### config.mk
export PLATFORM = sky130hd
export DESIGN_NAME = screen_painter_flat
export DESIGN_NICKNAME = d
export VERILOG_FILES = /design/src/rtl/screen_painter_pkg.sv /design/src/rtl/screen_painter_if.sv /design/src/rtl/screen_painter_pixel_scan.sv /design/src/rtl/screen_painter.sv /design/src/flat_wrapper.sv
export SDC_FILE = /design/constraint.sdc
export NUM_CORES = 1
export LEC_CHECK = 0
export BUFFER_PORTS_ARGS = -buffer_cell sky130_fd_sc_hd__buf_4
export CAP_MARGIN = 10
export CORE_ASPECT_RATIO = 1.1
export CORE_MARGIN = 2
export CORE_UTILIZATION = 55
export DETAILED_ROUTE_END_ITERATION = 12
export PLACE_DENSITY = 0.82
export SETUP_SLACK_MARGIN = 0.5
export SLEW_MARGIN = 30
export SYNTH_ARGS = -nofsm -noshare
export SYNTH_HDL_FRONTEND = slang
export SYNTH_HIERARCHICAL = 1
export SYNTH_SLANG_ARGS = --single-unit
### constraint.sdc
create_clock -name clk -period 2.8 [get_ports clk]
set_clock_uncertainty 0.15 [all_clocks]
set_input_delay 0.14 -clock clk [delete_from_list [all_inputs] [get_ports clk]]
set_output_delay 0.14 -clock clk [all_outputs]
set_load 0.005 [all_outputs]
### src/rtl/screen_painter_pkg.sv
// Shared types and constants for the screen painter: frame geometry, mode and state encodings, colours.
package screen_painter_pkg;

   localparam int unsigned DEF_WIDTH  = 160;
   localparam int unsigned DEF_HEIGHT = 120;
   localparam int unsigned LAST_PIXEL = DEF_WIDTH * DEF_HEIGHT - 1;
   localparam int unsigned ADDR_W     = 15;
   localparam int unsigned X_W        = 8;
   localparam int unsigned Y_W        = 7;
   localparam int unsigned COLOUR_W   = 3;

   typedef enum logic [1:0] {MODE_BLACK, MODE_TITLE, MODE_OVER, MODE_FLASH} mode_e;
   typedef enum logic [1:0] {S_IDLE, S_PAINT, S_DRAIN, S_HOLD} state_e;

   localparam logic [COLOUR_W-1:0] COLOUR_BLACK = 3'b000;
   localparam logic [COLOUR_W-1:0] COLOUR_RED   = 3'b100;
   localparam logic [COLOUR_W-1:0] COLOUR_WHITE = 3'b111;

   // Frame source priority: title > game-over > flash > black.
   function automatic mode_e pick_mode(input logic title, input logic over,
                                       input logic flash, input logic black);
      if (title)      return MODE_TITLE;
      else if (over)  return MODE_OVER;
      else if (flash) return MODE_FLASH;
      else if (black) return MODE_BLACK;
      else            return MODE_BLACK;
   endfunction

endpackage

### src/rtl/screen_painter_if.sv
// Sequencer/ROM/VGA-adapter signal bundle for the screen painter.
interface screen_painter_if;
   logic        wren;
   logic        showTitle;
   logic        showGameOver;
   logic        flash;
   logic        drawBlack;
   logic [2:0]  titleData;
   logic [2:0]  overData;
   logic [14:0] romAddr;
   logic [7:0]  x;
   logic [6:0]  y;
   logic [2:0]  colour;
   logic        plot;
   logic        done;

   modport master (output wren, showTitle, showGameOver, flash, drawBlack, titleData, overData,
                   input  romAddr, x, y, colour, plot, done);
   modport slave  (input  wren, showTitle, showGameOver, flash, drawBlack, titleData, overData,
                   output romAddr, x, y, colour, plot, done);
endinterface

### src/rtl/screen_painter_pixel_scan.sv
// Raster scan counters: x/y coordinate and running linear ROM address, advanced one pixel per enable.
module pixel_scan
   import screen_painter_pkg::*;
#(
   parameter int unsigned WIDTH  = DEF_WIDTH,
   parameter int unsigned HEIGHT = DEF_HEIGHT,
   parameter int unsigned LAST   = LAST_PIXEL
) (
   input  logic              clk,
   input  logic              rst,
   input  logic              clear,
   input  logic              enable,
   output logic [X_W-1:0]    x,
   output logic [Y_W-1:0]    y,
   output logic [ADDR_W-1:0] addr,
   output logic              last_c
);

   assign last_c = (addr == ADDR_W'(LAST));

   // Address runs alongside x/y so no y*WIDTH multiply is needed.
   always_ff @(posedge clk or posedge rst) begin
      if (rst) begin
         x    <= '0;
         y    <= '0;
         addr <= '0;
      end else if (clear) begin
         x    <= '0;
         y    <= '0;
         addr <= '0;
      end else if (enable) begin
         addr <= addr + ADDR_W'(1);
         if (x == X_W'(WIDTH - 1)) begin
            x <= '0;
            y <= y + Y_W'(1);
         end else begin
            x <= x + X_W'(1);
         end
      end
   end

endmodule

### src/rtl/screen_painter.sv
// Paints one full frame from the title ROM, game-over ROM, flash or black into the VGA adapter.
// Optional SCREEN_PAINTER_BORDER_EN: flash frames get a white one-pixel border.
module screen_painter
   import screen_painter_pkg::*;
#(
   parameter int unsigned WIDTH  = DEF_WIDTH,
   parameter int unsigned HEIGHT = DEF_HEIGHT
) (
   input logic             clk,
   input logic             rst,
   screen_painter_if.slave bus
);

   state_e              state;
   mode_e               mode_q;
   logic [X_W-1:0]      x_q;
   logic [Y_W-1:0]      y_q;
   logic                plot_q;
   logic                done_q;
   logic [X_W-1:0]      scan_x;
   logic [Y_W-1:0]      scan_y;
   logic [ADDR_W-1:0]   scan_addr;
   logic                scan_last_c;
   logic                scan_clear_c;
   logic                scan_enable_c;
   logic [COLOUR_W-1:0] colour_c;

   assign scan_clear_c  = (state == S_IDLE) && bus.wren;
   assign scan_enable_c = (state == S_PAINT) && bus.wren && !scan_last_c;

   pixel_scan #(
      .WIDTH  (WIDTH),
      .HEIGHT (HEIGHT),
      .LAST   (WIDTH * HEIGHT - 1)
   ) u_scan (
      .clk    (clk),
      .rst    (rst),
      .clear  (scan_clear_c),
      .enable (scan_enable_c),
      .x      (scan_x),
      .y      (scan_y),
      .addr   (scan_addr),
      .last_c (scan_last_c)
   );

   // Frame sequencer; x/y/plot/done trail the issued address by one cycle.
   always_ff @(posedge clk or posedge rst) begin
      if (rst) begin
         state  <= S_IDLE;
         mode_q <= MODE_BLACK;
         x_q    <= '0;
         y_q    <= '0;
         plot_q <= 1'b0;
         done_q <= 1'b0;
      end else begin
         plot_q <= 1'b0;
         done_q <= 1'b0;
         case (state)
            S_IDLE: begin
               if (bus.wren) begin
                  mode_q <= pick_mode(bus.showTitle, bus.showGameOver, bus.flash, bus.drawBlack);
                  x_q    <= '0;
                  y_q    <= '0;
                  state  <= S_PAINT;
               end
            end
            S_PAINT: begin
               if (!bus.wren) begin
                  state <= S_IDLE;
               end else begin
                  plot_q <= 1'b1;
                  x_q    <= scan_x;
                  y_q    <= scan_y;
                  if (scan_last_c) begin
                     done_q <= 1'b1;
                     state  <= S_DRAIN;
                  end
               end
            end
            S_DRAIN: state <= S_HOLD;
            S_HOLD: begin
               if (!bus.wren) state <= S_IDLE;
            end
            default: state <= S_IDLE;
         endcase
      end
   end

   // ROM data arrives one cycle after the address, aligned with x_q/y_q, so the mux is combinational.
   always_comb begin
      colour_c = COLOUR_BLACK;
      case (mode_q)
         MODE_TITLE: colour_c = bus.titleData;
         MODE_OVER:  colour_c = bus.overData;
         MODE_FLASH: begin
`ifdef SCREEN_PAINTER_BORDER_EN
            if (x_q == '0 || x_q == X_W'(WIDTH - 1) || y_q == '0 || y_q == Y_W'(HEIGHT - 1))
               colour_c = COLOUR_WHITE;
            else
               colour_c = COLOUR_RED;
`else
            colour_c = COLOUR_RED;
`endif
         end
         default: colour_c = COLOUR_BLACK;
      endcase
   end

   assign bus.romAddr = scan_addr;
   assign bus.x       = x_q;
   assign bus.y       = y_q;
   assign bus.plot    = plot_q;
   assign bus.done    = done_q;
   assign bus.colour  = colour_c;

endmodule
### src/flat_wrapper.sv
// flat-port wrapper written by rule: the top's interface ports become plain ports
module screen_painter_flat import screen_painter_pkg::*;
#(
   parameter int unsigned WIDTH  = DEF_WIDTH,
   parameter int unsigned HEIGHT = DEF_HEIGHT
)
  (clk, rst, bus_wren, bus_showTitle, bus_showGameOver, bus_flash, bus_drawBlack, bus_titleData, bus_overData, bus_romAddr, bus_x, bus_y, bus_colour, bus_plot, bus_done);
  screen_painter_if bus_i ();
  input logic clk;
  input logic rst;
  input wire logic [$bits(bus_i.wren)-1:0] bus_wren;
  input wire logic [$bits(bus_i.showTitle)-1:0] bus_showTitle;
  input wire logic [$bits(bus_i.showGameOver)-1:0] bus_showGameOver;
  input wire logic [$bits(bus_i.flash)-1:0] bus_flash;
  input wire logic [$bits(bus_i.drawBlack)-1:0] bus_drawBlack;
  input wire logic [$bits(bus_i.titleData)-1:0] bus_titleData;
  input wire logic [$bits(bus_i.overData)-1:0] bus_overData;
  output wire logic [$bits(bus_i.romAddr)-1:0] bus_romAddr;
  output wire logic [$bits(bus_i.x)-1:0] bus_x;
  output wire logic [$bits(bus_i.y)-1:0] bus_y;
  output wire logic [$bits(bus_i.colour)-1:0] bus_colour;
  output wire logic [$bits(bus_i.plot)-1:0] bus_plot;
  output wire logic [$bits(bus_i.done)-1:0] bus_done;
  assign bus_i.wren = bus_wren;
  assign bus_i.showTitle = bus_showTitle;
  assign bus_i.showGameOver = bus_showGameOver;
  assign bus_i.flash = bus_flash;
  assign bus_i.drawBlack = bus_drawBlack;
  assign bus_i.titleData = bus_titleData;
  assign bus_i.overData = bus_overData;
  assign bus_romAddr = bus_i.romAddr;
  assign bus_x = bus_i.x;
  assign bus_y = bus_i.y;
  assign bus_colour = bus_i.colour;
  assign bus_plot = bus_i.plot;
  assign bus_done = bus_i.done;
  screen_painter #(.WIDTH(WIDTH), .HEIGHT(HEIGHT)) u_core (.clk(clk), .rst(rst), .bus(bus_i));
endmodule
==> results of run 1 <==
-- through the flow --
| stage | hold WS, ps | utilization [%] | setup slack [ps] | power [mW] |
|---|---|---|---|---|
| 2_1_floorplan | -33.5 | - | 508 | 0.910 |
| 3_3_place_gp | 174 | 67.4 | 234 | 0.985 |
| 3_5_place_dp | 186 | 67.4 | 193 | 0.993 |
| 4_1_cts | 18.7 | 73.5 | 477 | 1.60 |
| 5_1_grt | 41.9 | 76.4 | 455 | 1.67 |
| 6_report | 21.1 | 76.4 | 540 | 1.60 |
-- flip-flops by register name, indices dropped and copies added, names as in the netlist, named ones only --
name and cells:
u_core/bus.done 1, u_core/bus.plot 1, u_core/bus.x 8, u_core/bus.y 7, u_core/mode_q 2, u_core/state 1
u_core/u_scan/addr 15, u_core/u_scan/x 8, u_core/u_scan/y 7
-- cells by family (layout without fill, tap and decap cells) --
family,Yosys count,count (layout)
flops,51,51
simple gates,116,116
xor+xnor,21,21
fa+ha+maj,3,3
mux,3,3
buf+inv,20,87
compound gates,40,40
-- path summary, 6_finish.rpt --
check / from / to / slack [ps] / depth (start not counted)
max: u_core/u_scan/addr[0] / u_core/u_scan/y[6] / 540 / 10
min: bus_showGameOver / u_core/mode_q[1] / 20 / 3
max reg2reg: u_core/u_scan/addr[0] / u_core/u_scan/y[6] / 540 / 10
min reg2reg: u_core/bus.x[2] / u_core/bus.x[2] / 330 / 2
max in group asynchronous: rst / u_core/state[0] / 1580 / 3
min in group asynchronous: rst / u_core/u_scan/y[1] / 320 / 3
-- layer usage --
metal	track usage [%]	routed length (µm)	part of all wire (%)
met1	29.6	2400	42
met2	40.8	2840	50
met3	4.43	373	6.5
met4	7.41	117	2.0
met5	0	0	0
-- worst register-to-register path, cell delays in order (launching register included) --
cell     delay [ps]
dfrtp_2         430
ha_4            190
nand2_4          70
nor4_4           50
nor3_2          140
buf_4           150
buf_12          110
and4_4          300
nand4_4         110
or3_4           380
a21oi_2         130
-- cells in the mapped netlist, types with 2 or more instances --
master / number
and3_1: 2
and4_1: 2
o2111ai_1: 3
o21ai_0: 2
o211ai_1: 2
o21ai_2: 15
nand4_1: 9
ha_1: 3
nand3_1: 5
nor2b_1: 3
nor3_1: 4
nor2_1: 33
a22o_1: 2
xor2_1: 13
dfrtp_1: 51
buf_2: 4
nor4_1: 3
inv_1: 6
buf_4: 2
buf_6: 4
or3_1: 3
and2_1: 2
clkbuf_1: 2
nand2_1: 41
a21oi_1: 11
xnor2_1: 8
mux2i_1: 2
-- power breakdown --
| group | leakage, nW | internal [mW] | switching, mW |
|---|---|---|---|
| Combinational | 0.831 | 0.103 | 0.113 |
| Clock | 0.0654 | 0.357 | 0.234 |
| Sequential | 0.689 | 0.761 | 0.0339 |
| Total | 1.59 | 1.22 | 0.380 |
-- timing repair --
item | 4_1_cts | 5_1_grt
setup buffers | 7 | 8
pin swaps | 4 | 6
resized for setup | 11 | 16
hold buffers | 4 | 0
endpoints found under the hold margin | 47 | 0
endpoints found under the setup margin | 20 | 20
-- final cells by class --
class | count | area (µm²)
clock buffers | 6 | 72.6
well taps | 54 | 67.6
repair buffers | 72 | 563
multi-input cells | 183 | 1270
flip-flops and latches | 51 | 1290
inverters | 7 | 26.3
fillers | 301 | 1030
clock inverters | 2 | 60.1
==> run summary, run 1 <==
CP required: 2890 ps
Lkg Pwr: 1.59 nW
Post-synthesis compound-gate area fraction: 11.9%
Final period util: 80.7%
Vias per Instance: 5.67
Final Cell Area: 0.00335 mm²
TritonCTS clock tree: built
TNS Setup: 0 ps
Cells after synthesis: 254
Sequential share of the synthesized area: 50.0%
Commonest cells after routing, fill and taps aside: buf_4, dfrtp_1, nand2_1
Port Buffers: 46
Critical path class: flip-flop to flip-flop
Routed wire length: 5720 µm
Peak VDD IR: 0.000335 V
Synth Net Count: 270
I/O pin count: 48
Core ar.: 0.00438 mm²
Num rows: 25
DR iter-0 viols: 194
Ys Warns: 6
Critical Path Source Type: flip-flop
1st-pass router iterations: 4
Clock Latency Late Sink: 300 ps
Yosys cell types: 44
Final Hold Vio Count: 0
DPL Wire Length: 3810 µm
EDFF count, synth: 0
Routed vias: 2,126
Max Fanout on Critical Path: 7
Worst-case clock buffer depth: 2
Cell Area, Synth: 0.00255 mm²
Hold Crit Class: input port to flip-flop
DRC: 0
Simple-gate share of the synthesized area: 23.4%
Worst-Margin Slew: 830 ps
Die W: 68.9 µm
Routed Antenna Nets: 0
Max stage delay on crit path: 430 ps
Routability cong.: 0.804
Worst slew margin: 44.3%
Die area: 0.00520 mm²
Post-Synth Adder-Cell Area: 1.47%
Routed length per placed instance: 15.3 µm
First-pass GRT wire length: 9090 µm
Register bit count reported by yosys: 51
Initial Util: 58.2%
NumNets Final: 336
Final Max Slew Viols: 0
Highest clock rate: 0.442 GHz
Placed cell area: 0.00295 mm²
Antenna cells: 0
# Max-Cap Violations: 0
CP endpoint kind: flip-flop
Final setup fails: 0
Pwr Density: 478 mW/mm²
Crit path max-delay cell type: dfrtp_2
FFs w/ async S/R, synth: 100%
Largest family of logic cells by synthesized area: simple AND/OR/NAND/NOR gates
Multiplexer area fraction after synthesis: 1.37%
Area grow syn2layout: 31.3%
CP cell instances: ha_4 > nand2_4 > nor4_4 > nor3_2 > buf_4 > buf_12 > and4_4 > nand4_4 > or3_4 > a21oi_2
Clk sink count: 51
Post-Layout Cell Count: 375
Die Span Y: 75.4 µm
Share of the synthesized area in the top cell type: 50.0%
Crit path time final: 2260 ps
Post-synth top area cell: dfrtp_1
Buf/Inv on CP: 2
H-tree lvl count: 2
CTS Buf Count: 5
Clock Tree Root: clkbuf_8
Largest net degree at the start of global routing: 35
Grt total ovfl: 0
Largest cells by area after synthesis: dfrtp_1, nand2_1, o21ai_2, nor2_1, xor2_1
Syn Area/Cell: 10.0 µm²
Clk slew on worst S/H paths: 90 ps
Initial antenna violation count: 0
Commonest non-fill, non-tap cell in the layout: buf_4
Placed cell count: 348
Vias in the first global route: 1,968
RSZ-0062 raised after global routing: true
Total track usage: 23.5%
Outcome: finished clean
XOR/XNOR Fraction of Synth Area: 7.21%
Critical Path AT: 2350 ps
Share of cells above drive strength 1: 38.0%
Largest delay share family, worst path: simple AND/OR/NAND/NOR gates
Synth Flop Type: dfrtp_1
Power figures use the tool's default switching activity.
==> run 2: changes to the inputs <==
==> constraint.sdc (replaced) <==
create_clock -name clk -period 2.3 [get_ports clk]
set_clock_uncertainty 0.15 [all_clocks]
set_input_delay 0.115 -clock clk [delete_from_list [all_inputs] [get_ports clk]]
set_output_delay 0.115 -clock clk [all_outputs]
set_load 0.005 [all_outputs]
==> run 2 against run 1 <==
Compared with the run above: final area grew 7.3%; critical path depth down 2; flip-flop and latch count stayed put; largest power group unchanged.
==> run summary, run 2 (synthesis results as in run 1) <==
Critical Path Source Type: flip-flop (unchanged)
Largest net degree at the start of global routing: 35 (unchanged)
Vias per Instance: 5.68 (was 5.67)
Final Hold Vio Count: 0 (unchanged)
DRC: 0 (unchanged)
TNS Setup: 0 ps (unchanged)
DPL Wire Length: 4120 µm (was 3810 µm)
Storage cell area: 0.00128 mm² (was 0.00129 mm²)
NumNets Final: 359 (was 336)
Outcome: finished clean (unchanged)
Core ar.: 0.00438 mm² (unchanged)
Commonest cells after routing, fill and taps aside: buf_4, dfrtp_1, nand2_1 (unchanged)
Clock Latency Late Sink: 310 ps (was 300 ps)
Most Used Layer, Global Route: met2 (unchanged)
Placed cell count: 361 (was 348)
I/O pin count: 48 (unchanged)
Routed Antenna Nets: 0 (unchanged)
Share of cells above drive strength 1: 44.0% (was 38.0%)
Clock power frac: 31.6% (was 36.9%)
Port Buffers: 46 (unchanged)
Total track usage: 27.9% (was 23.5%)
CP endpoint kind: flip-flop (unchanged)
Worst-Margin Slew: 790 ps (was 830 ps)
Worst slew margin: 47.3% (was 44.3%)
Post-Layout Cell Count: 397 (was 375)
CTS Buf Count: 5 (unchanged)
Area grow syn2layout: 40.8% (was 31.3%)
P_int: 1.40 mW (was 1.22 mW)
Initial antenna violation count: 0 (unchanged)
Sw Pwr: 479 µW (was 380 µW)
Commonest non-fill, non-tap cell in the layout: buf_4 (unchanged)
Highest clock rate: 0.460 GHz (was 0.442 GHz)
Max Fanout on Critical Path: 6 (was 7)
Num rows: 25 (unchanged)
First-pass GRT wire length: 10,500 µm (was 9090 µm)
Grt total ovfl: 0 (unchanged)
RSZ-0062 raised after global routing: true (unchanged)
Worst-case clock buffer depth: 2 (unchanged)
Clk sink count: 51 (unchanged)
Critical Path AT: 2220 ps (was 2350 ps)
TritonCTS clock tree: built (unchanged)
Final Max Slew Viols: 0 (unchanged)
Initial Util: 58.2% (unchanged)
Hold Crit Class: input port to flip-flop (unchanged)
Vias in the first global route: 2,210 (was 1,968)
Max FFs per register: 15 (unchanged)
Fill cells: 244 (was 301)
Routed length per placed instance: 17.6 µm (was 15.3 µm)
Lkg Pwr: 1.70 nW (was 1.59 nW)
Die W: 68.9 µm (unchanged)
Peak VDD IR: 0.000555 V (was 0.000335 V)
Critical path class: flip-flop to flip-flop (unchanged)
H-tree lvl count: 2 (unchanged)
Met3 global-route usage: 4.73% (was 4.43%)
Met1 usage: 31.9% (was 29.6%)
Die Span Y: 75.4 µm (unchanged)
Die area: 0.00520 mm² (unchanged)
Routability cong.: 0.851 (was 0.804)
Met2 Usage GRT: 50.4% (was 40.8%)
Clk slew on worst S/H paths: 90 ps (about the same)
Logic pwr share: 17.1% (was 13.5%)
Final period util: 94.6% (was 80.7%)
Biggest register: u_core/u_scan/addr (unchanged)
Pwr Density: 524 mW/mm² (was 478 mW/mm²)
Sw frac: 25.5% (was 23.7%)
DR iter-0 viols: 133 (was 194)
Sequential Power Share: 51.3% (was 49.7%)
Routed wire length: 6970 µm (was 5720 µm)
Routed vias: 2,253 (was 2,126)
Final setup fails: 0 (unchanged)
1st-pass router iterations: 4 (unchanged)
Clock Tree Root: clkbuf_8 (unchanged)
Multi-input gate area: 0.00134 mm² (was 0.00127 mm²)
# Max-Cap Violations: 0 (unchanged)
Antenna cells: 0 (unchanged)
Crit path time final: 2180 ps (was 2260 ps)
CP required: 2350 ps (was 2890 ps)
Top Registers: u_core/u_scan/addr (15), u_core/bus.x (8), u_core/u_scan/x (8) (unchanged)
[run 2: cell count changes in the layout (fill, tap and decap cells not counted), sizes merged]
| cell | delta |
|---|---|
| dlygate4sd3 | +2 |
| bufinv | -1 |
| inv | +1 |
| buf | +21 |
| clkinv | -1 |
[run 2: power by group through the flow]
stage | combinational (mW) | sequential [mW] | clock [mW]
2_1_floorplan | 0.133 | 0.980 | 0
3_3_place_gp | 0.252 | 0.970 | 0
3_5_place_dp | 0.260 | 0.972 | 0
4_1_cts | 0.292 | 0.961 | 0.607
5_1_grt | 0.351 | 0.971 | 0.634
6_report | 0.322 | 0.964 | 0.594
[run 2: critical path, cell delays in order, from the launching register on]
cell	delay, ps
dfrtp_2	430
ha_4	180
nand2_4	80
nor4_4	50
nor3_4	260
o2111ai_2	240
nor4_4	230
nand3_1	150
mux2_4	310
[run 2: through the flow]
step / hold slack (ps) / instance area, µm² / total power [mW] / utilization [%] / worst slack [ps]
after floorplan: -58.5 / 2610 / 1.11 / - / 192
after global placement: 74.4 / 3090 / 1.22 / 70.5 / 83.4
after detailed placement: 76.9 / 3090 / 1.23 / 70.5 / 18.4
after CTS: 256 / 3460 / 1.86 / 79.0 / 204
after global routing: 301 / 3590 / 1.96 / 82.0 / 73.7
final: 268 / 3590 / 1.88 / 82.0 / 125
[run 2: what timing repair did]
item	in CTS	in global routing
pin swaps	16	21
hold endpoints to repair	55	0
hold buffers	6	0
resized for setup	26	9
setup buffers	13	10
setup endpoints to repair	27	31
[run 2: path summary, 6_finish.rpt]
kind                                  startpoint                     end  slack, ps  depth (start not counted)
max reg2reg                u_core/u_scan/addr[0]  u_core/u_scan/addr[14]        120                          8
min in group asynchronous                    rst      u_core/u_scan/x[6]        320                          4
min                                     bus_wren         u_core/bus.done        270                          4
max                        u_core/u_scan/addr[0]  u_core/u_scan/addr[14]        120                          8
max in group asynchronous                    rst         u_core/bus.y[6]       1120                          3
min reg2reg                      u_core/bus.y[5]         u_core/bus.y[5]        340                          2
[run 2: final cells by class]
class,count,share of cell area (%)
clock inverter,1,0.837
sequential,51,35.8
timing repair buffer,95,21.5
clock buffer,6,2.02
multi-input combinational,183,37.2
tap,54,1.88
inverter,7,0.802
[run 2: metal layers]
| metal | share of wire (%) | routed length (µm) |
|---|---|---|
| met3 | 4.2 | 296 |
| met2 | 55 | 3800 |
| met1 | 38 | 2640 |
| met4 | 3.2 | 224 |
| met5 | 0 | 0 |
==> run 3: changes to the inputs <==
--- a/config.mk
+++ b/config.mk
@@ -10,10 +10,10 @@
 export CORE_ASPECT_RATIO = 1.1
 export CORE_MARGIN = 2
 export CORE_UTILIZATION = 55
+export CTS_BUF_LIST = sky130_fd_sc_hd__clkbuf_8 sky130_fd_sc_hd__clkbuf_16
 export DETAILED_ROUTE_END_ITERATION = 12
 export PLACE_DENSITY = 0.82
 export SETUP_SLACK_MARGIN = 0.5
-export SLEW_MARGIN = 30
 export SYNTH_ARGS = -nofsm -noshare
 export SYNTH_HDL_FRONTEND = slang
 export SYNTH_HIERARCHICAL = 1
==> run 3 against run 2 <==
Compared with the run above: power is 0.21% lower; register-to-register slack hardly changed; worst setup slack hardly changed; final cell count stayed put; die area stayed put; highest routed layer unchanged; clock power is 0.7% lower; global-route usage stayed put; flip-flop and latch count stayed put; non-clock buffer count stayed put; core utilization stayed put.
==> run summary, run 3 (synthesis results as in run 1) <==
Outcome: finished clean (unchanged)
Critical Path AT: 2220 ps (about the same)
Routed wire length: 6980 µm (was 6970 µm)
Worst slew margin: 47.4% (was 47.3%)
I/O pin count: 48 (unchanged)
CP endpoint kind: flip-flop (unchanged)
Initial antenna violation count: 0 (unchanged)
Crit path max-delay cell type: dfrtp_2 (unchanged)
Max stage delay on crit path: 430 ps (about the same)
Clk sink count: 51 (unchanged)
Placed cell area: 0.00309 mm² (unchanged)
Grt total ovfl: 0 (unchanged)
Area grow syn2layout: 40.8% (unchanged)
Routed Antenna Nets: 0 (unchanged)
Final setup fails: 0 (unchanged)
Fill cells: 244 (unchanged)
Logic pwr share: 17.1% (about the same)
Critical Path Source Type: flip-flop (unchanged)
Worst-Margin Slew: 788 ps (was 790 ps)
Worst r2r src: u_core/u_scan/addr[0] (unchanged)
Antenna cells: 0 (unchanged)
Routed length per placed instance: 17.6 µm (about the same)
Final period util: 94.6% (about the same)
Clock Latency Late Sink: 300 ps (was 310 ps)
Biggest register: u_core/u_scan/addr (unchanged)
Largest delay share family, worst path: simple AND/OR/NAND/NOR gates (unchanged)
Routability cong.: 0.851 (unchanged)
DPL Wire Length: 4120 µm (unchanged)
H-tree lvl count: 2 (unchanged)
Die W: 68.9 µm (unchanged)
Routed vias: 2,260 (was 2,253)
RSZ-0062 raised after global routing: true (unchanged)
Final Hold Vio Count: 0 (unchanged)
Port Buffers: 46 (unchanged)
Crit path time final: 2180 ps (about the same)
Most Used Layer, Global Route: met2 (unchanged)
DR iter-0 viols: 130 (was 133)
Commonest cells after routing, fill and taps aside: buf_4, dfrtp_1, nand2_1 (unchanged)
R2R Setup Slk: 120 ps (about the same)
TNS Setup: 0 ps (unchanged)
Lkg Pwr: 1.71 nW (was 1.70 nW)
Pre-CTS WS: 18.4 ps (unchanged)
Critical path class: flip-flop to flip-flop (unchanged)
Multi-input gate area: 0.00134 mm² (unchanged)
Worst-case reg-to-reg path depth: 8 (unchanged)
Crit path depth: 8 (unchanged)
1st-pass router iterations: 4 (unchanged)
Total power: 1.88 mW (about the same)
Num rows: 25 (unchanged)
Sequential Power Share: 51.4% (was 51.3%)
Peak VDD IR: 0.000553 V (was 0.000555 V)
Critical Path End: u_core/u_scan/addr[14] (unchanged)
Pwr Density: 523 mW/mm² (was 524 mW/mm²)
Hold slack: 268 ps (about the same)
Met3 global-route usage: 4.73% (unchanged)
First-pass GRT wire length: 10,500 µm (unchanged)
Met1 usage: 31.9% (unchanged)
CP cell instances: ha_4 > nand2_4 > nor4_4 > nor3_4 > o2111ai_2 > nor4_4 > nand3_1 > mux2_4 (unchanged)
Setup crit start: u_core/u_scan/addr[0] (unchanged)
Clk slew on worst S/H paths: 90 ps (about the same)
Core ar.: 0.00438 mm² (unchanged)
Share of cells above drive strength 1: 44.0% (unchanged)
Vias in the first global route: 2,210 (unchanged)
Die area: 0.00520 mm² (unchanged)
Vias per Instance: 5.69 (was 5.68)
Max Fanout on Critical Path: 6 (unchanged)
Most frequent CP cell: nor4_4 (unchanged)
Highest clock rate: 0.460 GHz (about the same)
Largest net degree at the start of global routing: 35 (unchanged)
FF-to-FF End: u_core/u_scan/addr[14] (unchanged)
TritonCTS clock tree: built (unchanged)
Buf/Inv on CP: 0 (unchanged)
Storage cell area: 0.00128 mm² (unchanged)
Final Max Slew Viols: 0 (unchanged)
Clock power frac: 31.4% (was 31.6%)
Top Registers: u_core/u_scan/addr (15), u_core/bus.x (8), u_core/u_scan/x (8) (unchanged)
Sw Pwr: 479 µW (about the same)
P_int: 1.40 mW (about the same)
Hold Crit Class: input port to flip-flop (unchanged)
NumNets Final: 359 (unchanged)
Die Span Y: 75.4 µm (unchanged)
Commonest non-fill, non-tap cell in the layout: buf_4 (unchanged)
Initial Util: 58.2% (unchanged)
CP required: 2350 ps (about the same)
Max FFs per register: 15 (unchanged)
# Max-Cap Violations: 0 (unchanged)
Met2 Usage GRT: 50.4% (unchanged)
CTS Buf Count: 5 (unchanged)
DRC: 0 (unchanged)
Total track usage: 27.9% (unchanged)
Final Cell Area: 0.00359 mm² (unchanged)
Setup ws final: 124 ps (was 125 ps)
Clock Tree Root: clkbuf_8 (unchanged)
Worst-case clock buffer depth: 2 (unchanged)
Sw frac: 25.5% (about the same)
==> run 3: changes by cell type in the layout (fill, tap and decap cells not counted) <==
cell | before | now
clkbuf_1 | 1 | 0
inv_1 | 5 | 6
==> run 3: how the worst min path moves through the flow <==
stage | cells after the start | startpoint | endpoint
after floorplan | 1 | rst | async pin
after global placement | 3 | rst | u_core/u_scan/x[6]
after detailed placement | 3 | rst | u_core/u_scan/x[2]
after CTS | 4 | bus_wren | u_core/u_scan/addr[2]
after global routing | 4 | bus_wren | u_core/bus.done
final | 4 | bus_wren | u_core/bus.done
==> run 3: power by group through the flow <==
| stage | Sequential [mW] | Combinational (mW) | Clock [mW] |
|---|---|---|---|
| floorplan | 0.980 | 0.133 | 0 |
| detailed placement | 0.972 | 0.260 | 0 |
| global placement | 0.970 | 0.252 | 0 |
| CTS | 0.961 | 0.292 | 0.603 |
| global route | 0.971 | 0.351 | 0.630 |
| finish | 0.964 | 0.322 | 0.590 |
==> run 3: what timing repair did <==
| action | in CTS | in global routing |
|---|---|---|
| setup endpoints to repair | 27 | 31 |
| pin swaps | 16 | 21 |
| endpoints found under the hold margin | 55 | 0 |
| hold buffers | 6 | 0 |
| gates resized for setup | 26 | 9 |
| buffers inserted | 13 | 10 |
==> run 3: worst reg2reg max path, stage by stage, from the launching register on <==
cell and delay [ps]:
dfrtp_2 430, ha_4 180, nand2_4 80, nor4_4 50
nor3_4 260, o2111ai_2 240, nor4_4 230, nand3_1 150
mux2_4 310
==> run 3: per-stage QoR <==
stage / cells / util [%]
6_report: 397 / 82.0
2_1_floorplan: 254 / -
3_5_place_dp: 361 / 70.5
5_1_grt: 397 / 82.0
3_3_place_gp: 361 / 70.5
4_1_cts: 387 / 79.0
==> run 3: area by class of cell <==
| cell class | instances | area share, % |
|---|---|---|
| clock buffer | 5 | 1.92 |
| sequential | 51 | 35.8 |
| clock inverter | 2 | 0.941 |
| inverter | 7 | 0.802 |
| tap | 54 | 1.88 |
| timing repair buffer | 95 | 21.5 |
| multi-input combinational | 183 | 37.2 |
==> run 3: layer usage <==
metal,vias up,wire length (µm)
met5,-,0
met4,0,245
met3,24,273
met2,71,3780
met1,1113,2680
li1,1052,-
